**src/rtl/pc_flow_ctrl.sv**
```systemverilog
// pc_flow_ctrl: front-end flow controller driving next-PC, PCWrite and IF/ID, ID/EX controls
//   Sequences traps, EX-resolved redirects, instruction-memory wait stalls and load-use
//   interlocks. The PC register loads o_npc every clock, so a hold drives o_npc = i_pc.
// Ports:
//   clk, rst_n              clock (rising edge), asynchronous active-low reset
//   i_pc                    current PC
//   i_id_rs, i_id_rt        ID-stage source registers; i_id_uses_rt qualifies rt
//   i_ex_memread, i_ex_rd   EX-stage load flag and destination register
//   i_ex_redirect           EX resolved taken branch/jump to i_ex_target
//   i_imem_ready            instruction fetch valid this cycle
//   i_trap_req              level trap request
//   o_npc, o_pc_write       next PC and PCWrite
//   o_ifid_write            IF/ID load enable
//   o_ifid_flush            IF/ID bubble insert
//   o_idex_flush            ID/EX bubble insert
//   o_stall_cycles          saturating count of cycles with o_pc_write = 0
//   o_flush_events          saturating count of accepted traps and redirects
module pc_flow_ctrl #(
    parameter logic [31:0] RESET_PC = 32'h0000_0000,
    parameter logic [31:0] TRAP_VEC = 32'h0000_0080,
    parameter int          CNT_W    = 16
) (
    input  logic             clk,
    input  logic             rst_n,
    input  logic [31:0]      i_pc,
    input  logic [4:0]       i_id_rs,
    input  logic [4:0]       i_id_rt,
    input  logic             i_id_uses_rt,
    input  logic             i_ex_memread,
    input  logic [4:0]       i_ex_rd,
    input  logic             i_ex_redirect,
    input  logic [31:0]      i_ex_target,
    input  logic             i_imem_ready,
    input  logic             i_trap_req,
    output logic [31:0]      o_npc,
    output logic             o_pc_write,
    output logic             o_ifid_write,
    output logic             o_ifid_flush,
    output logic             o_idex_flush,
    output logic [CNT_W-1:0] o_stall_cycles,
    output logic [CNT_W-1:0] o_flush_events
);
    typedef enum logic [1:0] {RUN, MEM_WAIT, TRAP_DRAIN} state_t;
    state_t           r_state, w_next;
    logic             w_lu_hazard;
    logic             w_flush_evt;
    logic [CNT_W-1:0] r_stall_cycles, r_flush_events;
    assign w_lu_hazard = i_ex_memread && (i_ex_rd != 5'd0) &&
                         ((i_ex_rd == i_id_rs) || (i_id_uses_rt && (i_ex_rd == i_id_rt)));
    // RUN and MEM_WAIT share the same priority chain; only TRAP_DRAIN differs.
    always_comb begin
        o_npc        = i_pc + 32'd4;
        o_pc_write   = 1'b1;
        o_ifid_write = 1'b1;
        o_ifid_flush = 1'b0;
        o_idex_flush = 1'b0;
        w_flush_evt  = 1'b0;
        w_next       = RUN;
        if (!rst_n) begin
            o_npc        = RESET_PC;
            o_pc_write   = 1'b0;
            o_ifid_write = 1'b0;
            o_ifid_flush = 1'b1;
            o_idex_flush = 1'b1;
        end else if (r_state == TRAP_DRAIN) begin
            o_npc        = i_pc;
            o_pc_write   = 1'b0;
            o_ifid_write = 1'b0;
            o_ifid_flush = 1'b1;
            o_idex_flush = 1'b1;
        end else if (i_trap_req || i_ex_redirect) begin
            o_npc        = i_trap_req ? TRAP_VEC : i_ex_target;
            o_ifid_flush = 1'b1;
            o_idex_flush = 1'b1;
            w_flush_evt  = 1'b1;
            w_next       = i_trap_req ? TRAP_DRAIN : RUN;
        end else if (!i_imem_ready) begin
            o_npc        = i_pc;
            o_pc_write   = 1'b0;
            o_ifid_write = 1'b0;
            o_ifid_flush = 1'b1;
            w_next       = MEM_WAIT;
        end else if (w_lu_hazard) begin
            o_npc        = i_pc;
            o_pc_write   = 1'b0;
            o_ifid_write = 1'b0;
            o_idex_flush = 1'b1;
        end
    end
    always_ff @(posedge clk or negedge rst_n) begin
        if (!rst_n) begin
            r_state        <= RUN;
            r_stall_cycles <= '0;
            r_flush_events <= '0;
        end else begin
            r_state <= w_next;
            if (!o_pc_write && (r_stall_cycles != '1))
                r_stall_cycles <= r_stall_cycles + 1'b1;
            if (w_flush_evt && (r_flush_events != '1))
                r_flush_events <= r_flush_events + 1'b1;
        end
    end
    assign o_stall_cycles = r_stall_cycles;
    assign o_flush_events = r_flush_events;
endmodule

```
**config.mk**
```make
export PLATFORM = sky130hd
export DESIGN_NAME = pc_flow_ctrl
export DESIGN_NICKNAME = d
export VERILOG_FILES = /design/src/rtl/pc_flow_ctrl.sv
export SDC_FILE = /design/constraint.sdc
export NUM_CORES = 1
export LEC_CHECK = 0
export ABC_AREA = 1
export BUFFER_PORTS_ARGS = -buffer_cell sky130_fd_sc_hd__buf_2
export CORE_MARGIN = 4
export CORE_UTILIZATION = 49
export CTS_BUF_LIST = sky130_fd_sc_hd__clkbuf_4
export CTS_CLUSTER_SIZE = 8
export DETAILED_ROUTE_END_ITERATION = 16
export PLACE_DENSITY = 0.91
export SLEW_MARGIN = 20
export SYNTH_ARGS = -nofsm -noshare
export SYNTH_HDL_FRONTEND = slang
export SYNTH_SLANG_ARGS = --single-unit
```
**constraint.sdc**
```tcl
create_clock -name clk -period 2 [get_ports clk]
set_input_delay 0 -clock clk [delete_from_list [all_inputs] [get_ports clk]]
set_output_delay 0 -clock clk [all_outputs]
set_load 0.02 [all_outputs]
```
# [Word-level counts from Yosys, hierarchy flattened]
# Index checks and enable logic that the tools add are counted.
[totals] elab_cells=48 output_inout_bits=68 regBits=34 input_bits=86
[classes] n_addsub=3 mux=28 n_eq_ne=5 reduce_logical=9
[ops] operator="32-bit two-way mux" count=6
[ops] operator="16-bit by 1-bit adder with 16-bit output (second input constant)" count=2
[ops] operator="32-bit by 3-bit adder with 32-bit output (second input constant)" count=1
[ops] operator="16-bit != test (second input constant)" count=2
[ops] operator="1-bit two-way mux" count=18
[ops] operator="5-bit == test" count=2
[ops] operator="2-bit two-way mux" count=4
[ops] operator="1-bit logical AND" count=5
[ops] operator="5-bit nonzero test" count=1
[ops] operator="2-bit == test (second input constant)" count=1
[ops] operator="1-bit logical OR" count=2
[ops] operator="1-bit zero test" count=1

# [Depth between registers and ports, before layout]
# Gate-level depths: netlist of the first run.
[depth] ltp_word=11 depth_mapped=15 ltp_nobuf=15

# [Worst setup path before layout of the first run]
# OpenSTA, ideal clock, no wires.
[synth_timing] path_kind="register to register" start="reg r_stall_cycles[0] (netlist: o_stall_cycles[0])" end="reg r_stall_cycles[10] (netlist: o_stall_cycles[10])" t_required_ns=1.880 setup_slack_ns=0.157 n_path_buf=1 period_less_slack_ns=1.843 path_stages_with_launch=12 arrival_time_ns=1.723 cell_sequence="dfrtp_1 ha_1 nand3_2 nor2_4 nand2_1 nor2_2 nand4_2 nand2_4 inv_4 buf_6 nand4_1 nand2_1"
[synth_between] elab_chain_len=2
[synth_rtl] element="start: declaration" line_no="47" rtl="logic [CNT_W-1:0] r_stall_cycles, r_flush_events;"
[synth_rtl] element="start signal: assignment" line_no="98" rtl="r_stall_cycles <= r_stall_cycles + 1'b1;"
[synth_rtl] element="parallel branches: the longest is 2 deep, another holds 16-bit by 1-bit adder with 16-bit output"
# Several ways; the timed one is not identified.
# A chain may end at the register's enable or synchronous reset.

# [Final worst setup path of the first run]
[layout_timing] start="reg r_flush_events[1] (netlist: o_flush_events[1])" end="reg r_flush_events[4] (netlist: o_flush_events[4])"
[layout_between] elab_chain_len=2
[layout_rtl] element="start: declaration" line_no="47"
[layout_rtl] element="start signal: assignment" line_no="100" rtl="r_flush_events <= r_flush_events + 1'b1;"
[layout_rtl] element="parallel branches: the longest is 2 deep, another holds 16-bit by 1-bit adder with 16-bit output"
# Several ways; the timed one is not identified.

==> results.cfg, run 1 <==
[cells_and_area]
syn_to_final_growth_pct = 24.8
antenna_cells = 0
post-route-util_pct = 63.4
nNetsFinal = 921
final_cell_area_sq_um = 4920
drive_gt1_share_pct = 25.3

[outcome]
status = completed

[clock_tree]
cts_root_buffer = clkbuf_4
clock-sinks = 34
htreeDepth = 2
clk_latency_ps = 340
clkTransAtPathRegs_ps = 120
clock_path_buffers = 2
cts_tree = done
cts_inserted_buffers = 5

[sta]
worstMarginPinSlew_ps = 462
fin_crit_sh_pct = 93.9
relSlewSlack_pct = 68.9
hold_viol = 0
rsz0062_at_grt = no
fin_skew_ps = 10.6
period_minus_slack_ps = 1880
slew_violations = 0
setup_ws_ps = 121
tns_ps = 0
clock.fmax_ghz = 0.532
setup_viol = 0

[global_routing]
overflow = 0
grt_pass1_wl_microns = 19100
grt_pass1_vias = 4231
track_usage_pct = 23.2
antenna_found_initial = 0
grt_max_degree = 65

[synth]
yosysTopAreaCellShare_pct = 21.8
synth.distinct_cells = 30
syn-num-nets = 779
synth_area_leaders = nand2_1 22%, dfrtp_1 22%, nand3_1 9.0%
ys_async_sr_fraction_pct = 100
yosysWarnings = 0
netlist_area_sq_um = 3940
synthTopCellsByCount = 229 x nand2_1, 76 x inv_1, 71 x nand3_1
syn_area_per_cell_sq_um = 5.72
synth_seq_cells = 34
synth_edf_count = 0
synth.most_common_cell = nand2_1
ys_seq_area_share_pct = 21.6
synth_ff_type = dfrtp_1
syn_inst = 690
synth.largest_area_cell = nand2_1

[die]
io_pins = 154
coreArea_sq_um = 7770
rows = 32
initial_core_util_pct = 50.8
die_x_microns = 97.7
die_area_sq_um = 9550
die_y_microns = 97.7

[drt]
drc = 0
drt-total-wl_microns = 11700
drt_pass1_iterations = 5
viasPerCell = 5.24
drt_iter0_markers = 263
via_count = 4901
ant_nets = 0
routedWlPerCell_microns = 12.5

[pwr]
power.density_nw_per_um2 = 575
leakagePower_nw = 2.72
peakVddDrop_mv = 0.328

[setup_path]
critical_path_required_ps = 2270
end_kind = register
reg2reg_from = o_flush_events[1]
start_kind = register
critical_path.max_fanout = 8
setup.worst_path.class = reg2reg
cp.arrival_ps = 2150
r2r_end = o_flush_events[4]
r2r_setup_slack_ps = 120
worstRegToRegCells = 9

[hold_path]
hp-class = in2async

[place]
port_buffers = 153
gp_congestion = 0.943
post_dp_cell_area_sq_um = 4790
dp_hpwl_microns = 8940
dp_slack_ps = 147

[run]
drv_cap = 0
[timing repair]
item | CTS | global route
buffers inserted | 0 | 5
hold endpoints to repair | 34 | 0
resized for setup | 0 | 2
hold buffers | 1 | 0
endpoints found under the setup margin | 0 | 14
[power breakdown]
part           internal (mW)  leakage [nW]  total, mW  switching (mW)
sequential             0.823         0.442      0.991           0.168
clock                  0.262        0.0374      0.519           0.257
combinational          0.469          2.24       1.32           0.850
[critical path, stage by stage (launching register included)]
cell and delay [ps]:
dfrtp_1 410, ha_1 190, inv_1 60, nor4_1 360, nand3_1 150, nand2_2 180
buf_4 160, inv_1 50, nand4_1 90, xnor2_1 140
[sequential cells by signal, indices dropped and copies added, names as in the netlist]
signal,flops
o_flush_events,16
o_stall_cycles,16
r_state,2
[through the flow]
| step | hold WS, ps | power, mW | std cells |
|---|---|---|---|
| after floorplan | -296 | 1.81 | 690 |
| after global placement | 53.3 | 2.26 | 921 |
| after detailed placement | 46.7 | 2.29 | 921 |
| after CTS | 197 | 2.80 | 930 |
| after global routing | 184 | 3.03 | 935 |
| final | 196 | 2.83 | 935 |
[cell usage in the layout (no fill, tap or decap), drive strengths merged]
| cell type | instances |
|---|---|
| clkbuf | 5 |
| nor3 | 20 |
| clkinvlp | 2 |
| ha | 3 |
| inv | 84 |
| nand4 | 39 |
| dfrtp | 34 |
| nand3 | 74 |
| nand2 | 236 |
| nor4 | 5 |
| a21oi | 34 |
| dlygate4sd3 | 1 |
| buf | 169 |
| o21ai | 40 |
| nand3b | 1 |
| nor2 | 59 |
| xnor2 | 11 |
| bufinv | 1 |
| xor2 | 15 |
[cells by family after synthesis]
family	synth area share [%]
XOR/XNOR	5.77
flip-flops	21.6
buffers and inverters	12.4
adder cells (fa/ha/maj)	0.952
AO/OA/AOI/OAI	9.58
AND/OR/NAND/NOR	49.7
[layer usage]
layer / vias up / track usage, % / wire (microns)
li1: 2514 / - / -
met1: 2154 / 29.8 / 4970
met2: 213 / 39.7 / 5630
met3: 20 / 3.95 / 802
met4: 0 / 7.03 / 250
met5: - / 0 / 0
[worst max path at each step]
stage / startpoint / end / slack [ps] / depth (start not counted)
floorplan: o_stall_cycles[0] / o_stall_cycles[10] / 160 / 11
global placement: o_stall_cycles[0] / o_stall_cycles[12] / 210 / 10
detailed placement: o_stall_cycles[0] / o_stall_cycles[9] / 150 / 10
CTS: o_flush_events[1] / o_flush_events[4] / 130 / 9
global route: o_flush_events[1] / o_flush_events[4] / 4 / 9
finish: o_flush_events[1] / o_flush_events[4] / 120 / 9
[cell type report]
cell class | count | area, sq um
multi-input combinational | 537 | 2610
sequential | 34 | 851
clock inverter | 3 | 45.0
tap | 102 | 128
clock buffer | 5 | 37.5
inverter | 84 | 318
timing repair buffer | 170 | 933
fill | 737 | 2840
Power figures use the tool's default switching activity.
==> run 2, diff against run 1 <==
--- a/config.mk
+++ b/config.mk
@@ -7,6 +7,7 @@
 export LEC_CHECK = 0
 export ABC_AREA = 1
 export BUFFER_PORTS_ARGS = -buffer_cell sky130_fd_sc_hd__buf_2
+export CORE_ASPECT_RATIO = 0.75
 export CORE_MARGIN = 4
 export CORE_UTILIZATION = 49
 export CTS_BUF_LIST = sky130_fd_sc_hd__clkbuf_4
==> run 2 against run 1 <==
  * Sequential power hardly changed
  * Clock skew is 5.3 ps higher
  * Core utilization is 1.4 points lower
  * Sequential share of layout area is 0.23 points higher
==> results.cfg, run 2 (synthesis results as in run 1) <==
[sta]
hold_viol = 0
worstMarginPinSlew_ps = 940
fin_crit_sh_pct = 91.6
relSlewSlack_pct = 37.3
clock.fmax_ghz = 0.546
period_minus_slack_ps = 1830
slew_violations = 0
rsz0062_at_grt = no
fin_skew_ps = 15.9
setup_viol = 0
tns_ps = 0

[global_routing]
overflow = 0
grt_max_degree = 40
antenna_found_initial = 0
grt_pass1_vias = 4324
grt_pass1_wl_microns = 19200
track_usage_pct = 23.3

[setup_path]
crit_chain = ha_1, nand3_2, nor2_4, nand2_1, nor2_2, nand4_2, nand2_4, inv_4, nand3b_1, nand2_1
timing.critical_path.buf_inv = 1
cp.depth = 10
crit_path_top_delay_cell = dfrtp_2
worstRegToRegCells = 10
cp.arrival_ps = 2090
cp_slowest_stage_delay_ps = 420
critical_path.most_common_cell = nand2_1
end_kind = register
setup.worst_path.class = reg2reg
start_kind = register
critical_path.max_fanout = 18
critPathTopFamily = simple AND/OR/NAND/NOR gates
critical_path_required_ps = 2260

[clock_tree]
clkTransAtPathRegs_ps = 110
clk_latency_ps = 350
cts_tree = done
cts_inserted_buffers = 5
clock-sinks = 34
htreeDepth = 2
clock_path_buffers = 2
cts_root_buffer = clkbuf_4

[cells_and_area]
final_cell_area_sq_um = 4870
antenna_cells = 0
final_common_cell = nand2_1
multi_input_area_sq_um = 2610
n_fill_cell = 759
final_cell_mix = 229 x nand2_1, 153 x buf_2, 76 x inv_1
syn_to_final_growth_pct = 23.4
stdcell_count = 936
drive_gt1_share_pct = 24.9
register_area_sq_um = 852
nNetsFinal = 919

[drt]
via_count = 4824
drt-total-wl_microns = 11500
drt_iter0_markers = 331
routedWlPerCell_microns = 12.3
viasPerCell = 5.15
drc = 0
ant_nets = 0
drt_pass1_iterations = 5

[die]
io_pins = 154
die_area_sq_um = 9560
die_y_microns = 85.7
die_x_microns = 112
rows = 28
coreArea_sq_um = 7850
initial_core_util_pct = 50.3

[run]
drv_cap = 0

[place]
gp_congestion = 0.959
post_dp_cell_area_sq_um = 4770
port_buffers = 153
dpl.cell_count = 923
dp_hpwl_microns = 8850

[hold_path]
hp-class = in2async

[pwr]
peakVddDrop_mv = 0.484
leakagePower_nw = 2.70
power.density_nw_per_um2 = 550

[outcome]
status = completed
-- run 2: power breakdown --
part	switching [mW]	internal (mW)	total, mW
logic	0.850	0.464	1.31
clock network	0.246	0.131	0.377
registers	0.164	0.825	0.989
-- run 2: layout make-up --
type / instances / area share (%)
Timing Repair Buffer: 168 / 18.6
Clock inverter: 3 / 0.334
Tap cell: 105 / 2.70
Clock buffer: 5 / 0.771
Inverter: 84 / 6.53
Sequential cell: 34 / 17.5
Multi-Input combinational cell: 537 / 53.5
-- run 2: what timing repair did --
item | CTS | global route
hold endpoints to repair | 8 | 0
resized for setup | 0 | 1
hold buffers | 1 | 0
setup endpoints to repair | 0 | 13
buffers inserted | 0 | 4
-- run 2: final timing paths --
path,startpoint,end,slack [ps]
setup / recovery,o_stall_cycles[0],o_stall_cycles[12],170
hold / removal,rst_n,o_flush_events[15],180
setup reg to reg,o_stall_cycles[0],o_stall_cycles[12],170
hold reg to reg,o_flush_events[4],o_flush_events[4],510
max in group asynchronous,rst_n,o_stall_cycles[0],1140
min in group clk,i_trap_req,r_state[1],180
-- run 2: per-layer routing --
metal	track usage, %	part of all wire, %	vias to the layer above
li1	-	-	2516
met1	31.3	46	2103
met2	39.5	46	181
met3	3.60	5.9	24
met4	6.30	2.2	0
met5	0	0	-
-- run 2: per-stage QoR --
stage               setup WS, ps  utilization, %  hold slack [ps]  power (mW)
floorplan                    157               -             -296        1.81
global placement             204            60.8             41.4        2.25
detailed placement           114            60.8             39.0        2.27
CTS                         98.6            61.6              159        2.65
global route                6.95            62.0              191        2.89
finish                       169            62.0              179        2.68
-- run 2: worst register-to-register path, delay by kind of cell, from the launching register on --
kind,cells,cell delay [ps]
DFF,1,420
adders and majority gates,1,200
buffers and inverters,1,110
and+or+nand+nor,8,1020
